===== src/rtl/seg_scan_mux.sv =====
// Time-multiplexed N-digit 7-segment driver with hex decode, per-digit enable/dp,
// blank guard interval and PWM brightness. Optional SEG_SCAN_LZ_SUPPRESS_EN blanks leading zeros.
module seg_scan_mux #(
  parameter int NUM_DIGITS   = 8,
  parameter int DIGIT_CYCLES = 100000,
  parameter int BLANK_CYCLES = 64,
  parameter int PWM_BITS     = 4
) (
  input  logic                    clk,
  input  logic                    rst,
  input  logic                    en,
  input  logic [4*NUM_DIGITS-1:0] digits,
  input  logic [NUM_DIGITS-1:0]   dp_mask,
  input  logic [NUM_DIGITS-1:0]   digit_en,
  input  logic [PWM_BITS-1:0]     bright,
  output logic [NUM_DIGITS-1:0]   an,
  output logic [7:0]              seg_out,
  output logic                    frame_tick
);

  localparam int SW = $clog2(DIGIT_CYCLES);
  localparam int IW = $clog2(NUM_DIGITS);
  localparam logic [SW-1:0] SLOT_LAST = SW'(DIGIT_CYCLES - 1);
  localparam logic [SW-1:0] BLANK_END = SW'(BLANK_CYCLES);
  localparam logic [IW-1:0] IDX_LAST  = IW'(NUM_DIGITS - 1);

  logic [SW-1:0]           slot_cnt_q, slot_cnt_d;
  logic [IW-1:0]           idx_q, idx_d;
  logic [PWM_BITS-1:0]     pwm_cnt_q, pwm_cnt_d;
  logic [4*NUM_DIGITS-1:0] sh_digits_q, sh_digits_d;
  logic [NUM_DIGITS-1:0]   sh_dp_q, sh_dp_d;
  logic [NUM_DIGITS-1:0]   sh_en_q, sh_en_d;
  logic                    frame_tick_q, frame_tick_d;
  logic [NUM_DIGITS-1:0]   an_q, an_d;
  logic [7:0]              seg_q, seg_d;

  logic                    snap;
  logic [NUM_DIGITS-1:0]   show;
  logic [3:0]              cur_digit;
  logic                    cur_dp;
  logic                    cur_show;
  logic [NUM_DIGITS-1:0]   an_sel;
  logic                    pwm_on;
  logic                    lit;

  function automatic logic [6:0] decode(input logic [3:0] v);
    case (v)
      4'h0: decode = 7'b1000000;
      4'h1: decode = 7'b1111001;
      4'h2: decode = 7'b0100100;
      4'h3: decode = 7'b0110000;
      4'h4: decode = 7'b0011001;
      4'h5: decode = 7'b0010010;
      4'h6: decode = 7'b0000010;
      4'h7: decode = 7'b1111000;
      4'h8: decode = 7'b0000000;
      4'h9: decode = 7'b0010000;
      4'hA: decode = 7'b0001000;
      4'hB: decode = 7'b0000011;
      4'hC: decode = 7'b1000110;
      4'hD: decode = 7'b0100001;
      4'hE: decode = 7'b0000110;
      default: decode = 7'b0001110;
    endcase
  endfunction

  assign snap = en && (idx_q == '0) && (slot_cnt_q == '0);

  // The snapshot value is bypassed into the output path on the capture cycle,
  // so a zero-length blank guard still shows the new frame from its first cycle.
  always_comb begin
    sh_digits_d = sh_digits_q;
    sh_dp_d     = sh_dp_q;
    sh_en_d     = sh_en_q;
    if (snap) begin
      sh_digits_d = digits;
      sh_dp_d     = dp_mask;
      sh_en_d     = digit_en;
    end
  end

`ifdef SEG_SCAN_LZ_SUPPRESS_EN
  logic leading;
  always_comb begin
    show    = sh_en_d;
    leading = 1'b1;
    for (int i = NUM_DIGITS - 1; i >= 1; i--) begin
      if (leading && (sh_digits_d[4*i +: 4] == 4'd0) && !sh_dp_d[i]) begin
        show[i] = 1'b0;
      end else begin
        leading = 1'b0;
      end
    end
  end
`else
  always_comb begin
    show = sh_en_d;
  end
`endif

  always_comb begin
    cur_digit = '0;
    cur_dp    = 1'b0;
    cur_show  = 1'b0;
    an_sel    = '1;
    for (int i = 0; i < NUM_DIGITS; i++) begin
      if (idx_q == IW'(i)) begin
        cur_digit = sh_digits_d[4*i +: 4];
        cur_dp    = sh_dp_d[i];
        cur_show  = show[i];
        an_sel[i] = 1'b0;
      end
    end
  end

  assign pwm_on = (bright == '1) || (pwm_cnt_q < bright);
  assign lit    = (slot_cnt_q >= BLANK_END) && cur_show && pwm_on;

  always_comb begin
    slot_cnt_d   = slot_cnt_q;
    idx_d        = idx_q;
    pwm_cnt_d    = pwm_cnt_q;
    frame_tick_d = 1'b0;
    an_d         = '1;
    seg_d        = 8'hFF;
    if (en) begin
      frame_tick_d = snap;
      pwm_cnt_d    = pwm_cnt_q + 1'b1;
      if (slot_cnt_q == SLOT_LAST) begin
        slot_cnt_d = '0;
        idx_d      = (idx_q == IDX_LAST) ? '0 : idx_q + 1'b1;
      end else begin
        slot_cnt_d = slot_cnt_q + 1'b1;
      end
      if (lit) begin
        an_d  = an_sel;
        seg_d = {~cur_dp, decode(cur_digit)};
      end
    end
  end

  always_ff @(posedge clk or posedge rst) begin
    if (rst) begin
      slot_cnt_q   <= '0;
      idx_q        <= '0;
      pwm_cnt_q    <= '0;
      sh_digits_q  <= '0;
      sh_dp_q      <= '0;
      sh_en_q      <= '0;
      frame_tick_q <= 1'b0;
      an_q         <= '1;
      seg_q        <= 8'hFF;
    end else begin
      slot_cnt_q   <= slot_cnt_d;
      idx_q        <= idx_d;
      pwm_cnt_q    <= pwm_cnt_d;
      sh_digits_q  <= sh_digits_d;
      sh_dp_q      <= sh_dp_d;
      sh_en_q      <= sh_en_d;
      frame_tick_q <= frame_tick_d;
      an_q         <= an_d;
      seg_q        <= seg_d;
    end
  end

  assign an         = an_q;
  assign seg_out    = seg_q;
  assign frame_tick = frame_tick_q;

endmodule


===== config.mk =====
export PLATFORM = sky130hd
export DESIGN_NAME = seg_scan_mux
export DESIGN_NICKNAME = d
export VERILOG_FILES = /design/src/rtl/seg_scan_mux.sv
export SDC_FILE = /design/constraint.sdc
export NUM_CORES = 1
export LEC_CHECK = 0
export ABC_AREA = 1
export BUFFER_PORTS_ARGS = -buffer_cell sky130_fd_sc_hd__buf_2
export CAP_MARGIN = 10
export CORE_UTILIZATION = 62
export CTS_BUF_LIST = sky130_fd_sc_hd__clkbuf_16
export DETAILED_ROUTE_END_ITERATION = 6
export PLACE_DENSITY = 0.86
export SLEW_MARGIN = 15
export SYNTH_ARGS = -nofsm -noshare
export SYNTH_HDL_FRONTEND = slang
export SYNTH_SLANG_ARGS = --single-unit

===== constraint.sdc =====
create_clock -name clk -period 7.75 [get_ports clk]
set_input_delay 0.3875 -clock clk [delete_from_list [all_inputs] [get_ports clk]]
set_output_delay 0.3875 -clock clk [all_outputs]
set_load 0.01 [all_outputs]

==> results.md <==
- Vias/cell: 5.25
- Clock share of power: 0.397
- P_int: 0.796 mW
- CP required: 8.02 ns
- VDD IR-drop max: 0.000143 V
- Final setup fails: 0
- CTS tree: done
- Post-DP HPWL: 7.40 mm
- Routed WL: 10.6 mm
- Avg WL per Cell: 13.5 um
- H-tree depth: 3
- Sw frac: 0.269
- Fin. max-slew vios: 0
- Area Growth Syn to Fin: 14.5%
- FILL cells: 558
- Clock Latency Late Sink: 0.34 ns
- Power after layout: 1.09 mW
- CP endpoint kind: flip-flop
- DR pass1 iterations: 4
- Area of the core: 7370 um2
- DP Cell Count: 767
- CP Max Fanout: 50
- Post-Synthesis Cells: 609
- Die span in x: 90.0 um
- # clock sinks: 89
- Initial Util: 0.651
- Comb power frac: 0.120
- Fmax: 0.280 GHz
- FP Rows: 31
- Worst slew pin tran: 0.795 ns
- Worst Skew: 0.00996 ns
- Post-CTS Hold Buffers: 0
- RSZ-0062 raised after global routing: no
- Syn. warnings: 0
- ANT cells: 0
- Number of synthesized flops with an enable pin: 0
- Relative slew slack: 0.470
- Vias in the first global route: 4,098
- Async S/R FF share, synth: 1.00
- Die Height: 90.0 um
- Setup slack after layout: 4.18 ns
- Pre-CTS setup slack: 4.34 ns
- Global-route wire length before repair: 18.2 mm
- Sequential share of power: 0.484
- Final Cycle Share: 0.461
- LEAKAGE: 2.99 nW
- Storage element area: 2250 um2
- Syn_nets: 682
- Final core utilization: 0.745
- CP startpoint kind: flip-flop
- Clock-pin slew on the worst setup and hold paths: 0.06 ns
- Cell variety after synth: 43
- Overall routing resource usage: 0.280
- Final net count: 752
- PwrDens: 198 nW/um2
- CTS buffer count: 9
- CTS root buf: clkbuf_16
- Syn Std Cell Area: 4800 um2
- NetSw: 0.293 mW
- Share of post-route cells with drive strength above 1: 0.209
- Via count: 4,114
- Post-CTS sizing: 0
- Total gr overflow: 0
- Port Buf Inserts: 71
- Setup CP Type: flip-flop to flip-flop
- Post-synthesis sequential element count: 89
- Post-synth top flop: dfrtp_1
- Final Hold Vio Count: 0
- DR iter-0 viols: 303
- Setup_tns: 0 ns
- Post-CTS Setup Bufs: 0
- DRC: 0
- Avg Inst Size Synth: 7.87 um2
- Largest net degree at the start of global routing: 90
- Die area: 8090 um2
- Max clock buf depth: 2
- Number of routed nets with antenna violations: 0
- Hold WC Path Type: input port to asynchronous set/reset pin
- Outcome: completed
- Final Non-Filler Cells: 783
- Maxcap violations: 0
- Gpl congestion: 0.978
- Num ports: 72
- Worst Path Arrival: 3.84 ns
- Initial antenna violation count: 0
- Area occupied by multi-input gates: 2070 um2
- Post-synthesis sequential area ratio: 0.469
- Tmin final: 3.57 ns
cells in the final DEF (no fill, tap or decap), types with 2 or more instances in the layout:
cell / n
nand4_1: 10
nand2_1: 186
nor4_1: 2
o21ai_0: 19
dfstp_2: 16
nor3_1: 8
nand3_1: 35
inv_1: 90
o21ai_1: 10
buf_2: 71
o211ai_1: 3
dfrtp_1: 73
or2_2: 4
nor2_1: 39
clkinvlp_4: 2
a21oi_1: 24
xor2_1: 4
ha_1: 18
nor2_4: 4
o21a_1: 3
inv_2: 10
clkbuf_16: 9
or2_1: 4
clkinv_1: 2
nand2_2: 9
nand2_4: 2
mux2_2: 2
nor2_2: 3
o21bai_1: 4
sequential cells by signal, summed over array words and instances (netlist names):
| register | cells |
|---|---|
| an | 8 |
| frame_tick | 1 |
| idx_q | 3 |
| pwm_cnt_q | 4 |
| seg_out | 8 |
| sh_digits_q | 32 |
| sh_dp_q | 8 |
| sh_en_q | 8 |
| slot_cnt_q | 17 |
path summary, 6_finish.rpt:
path | from | slack, ns | end | cells past startpoint
setup / recovery | idx_q[0] | 4.18 | seg_out[1] | 22
hold / removal | rst | 0.21 | pwm_cnt_q[0] | 3
setup reg to reg | idx_q[0] | 4.18 | seg_out[1] | 22
hold reg to reg | sh_dp_q[7] | 0.47 | sh_dp_q[7] | 2
max in group asynchronous | rst | 6.95 | sh_digits_q[31] | 3
min in group clk | dp_mask[0] | 0.26 | sh_dp_q[0] | 3
worst max-delay path, stage by stage, from the launching register on:
cell and delay, ns:
dfrtp_1 0.43, inv_1 0.10, ha_1 0.21, nand3_2 0.11, nor2_4 0.21, nand3_4 0.45, inv_2 0.47, nand2_1 0.09
nand2_1 0.10, nand2_1 0.06, nand3_1 0.09, nand2_1 0.06, nand2_1 0.06, nand2_1 0.06, nand2_1 0.07, nand2_1 0.07
nand2_2 0.11, inv_2 0.08, ha_1 0.27, nand2_1 0.10, nor2_1 0.06, nor2_1 0.11, nand2_1 0.08
cell usage after synthesis, drive strengths merged, types with 3 or more instances:
cell type	instances	area, um2
or2	8	50.0
nor2	46	210
buf	10	82.6
o21ai	29	145
clkbuf	3	11.3
dfrtp	73	1830
o21bai	4	30.0
nor3	8	40.0
dfstp	16	420
nand2	197	777
o211ai	3	22.5
inv	102	385
o21a	3	22.5
xor2	4	35.0
nand4	10	62.6
nand3	37	203
a21oi	26	145
ha	18	225
cell type report:
class	count	area share
inverters	102	0.0704
clock inverters	7	0.0128
multi-input cells	405	0.377
flip-flops and latches	89	0.409
well taps	99	0.0226
clock buffers	9	0.0410
repair buffers	72	0.0668
cell families after synthesis:
family | count (synthesis) | share of synthesized area
compound gates | 68 | 0.0809
xor+xnor | 5 | 0.00913
fa+ha+maj | 18 | 0.0470
buf+inv | 115 | 0.0999
flops | 89 | 0.469
mux | 3 | 0.00678
simple gates | 311 | 0.288
power by group through the flow:
stage	Clock, mW	Sequential, mW	Combinational [mW]
floorplan	0	0.527	0.0918
global placement	0	0.532	0.123
detailed placement	0	0.533	0.131
CTS	0.437	0.525	0.132
global route	0.452	0.531	0.152
finish	0.432	0.527	0.130
routing by layer:
layer | up-vias | track usage | wire length, um | share of wire
met2 | 140 | 0.492 | 5360 | 0.51
met4 | 0 | 0.116 | 254 | 0.024
met3 | 27 | 0.0313 | 524 | 0.050
li1 | 2024 | - | - | -
met1 | 1923 | 0.353 | 4420 | 0.42
met5 | - | 0 | 0 | 0
stage by stage:
step | area [um2] | hold slack, ns
global route | 5490 | 0.278
global placement | 5190 | 0.455
finish | 5490 | 0.214
detailed placement | 5190 | 0.459
CTS | 5490 | 0.262
floorplan | 4800 | 0.438
Power figures use the tool's default switching activity.
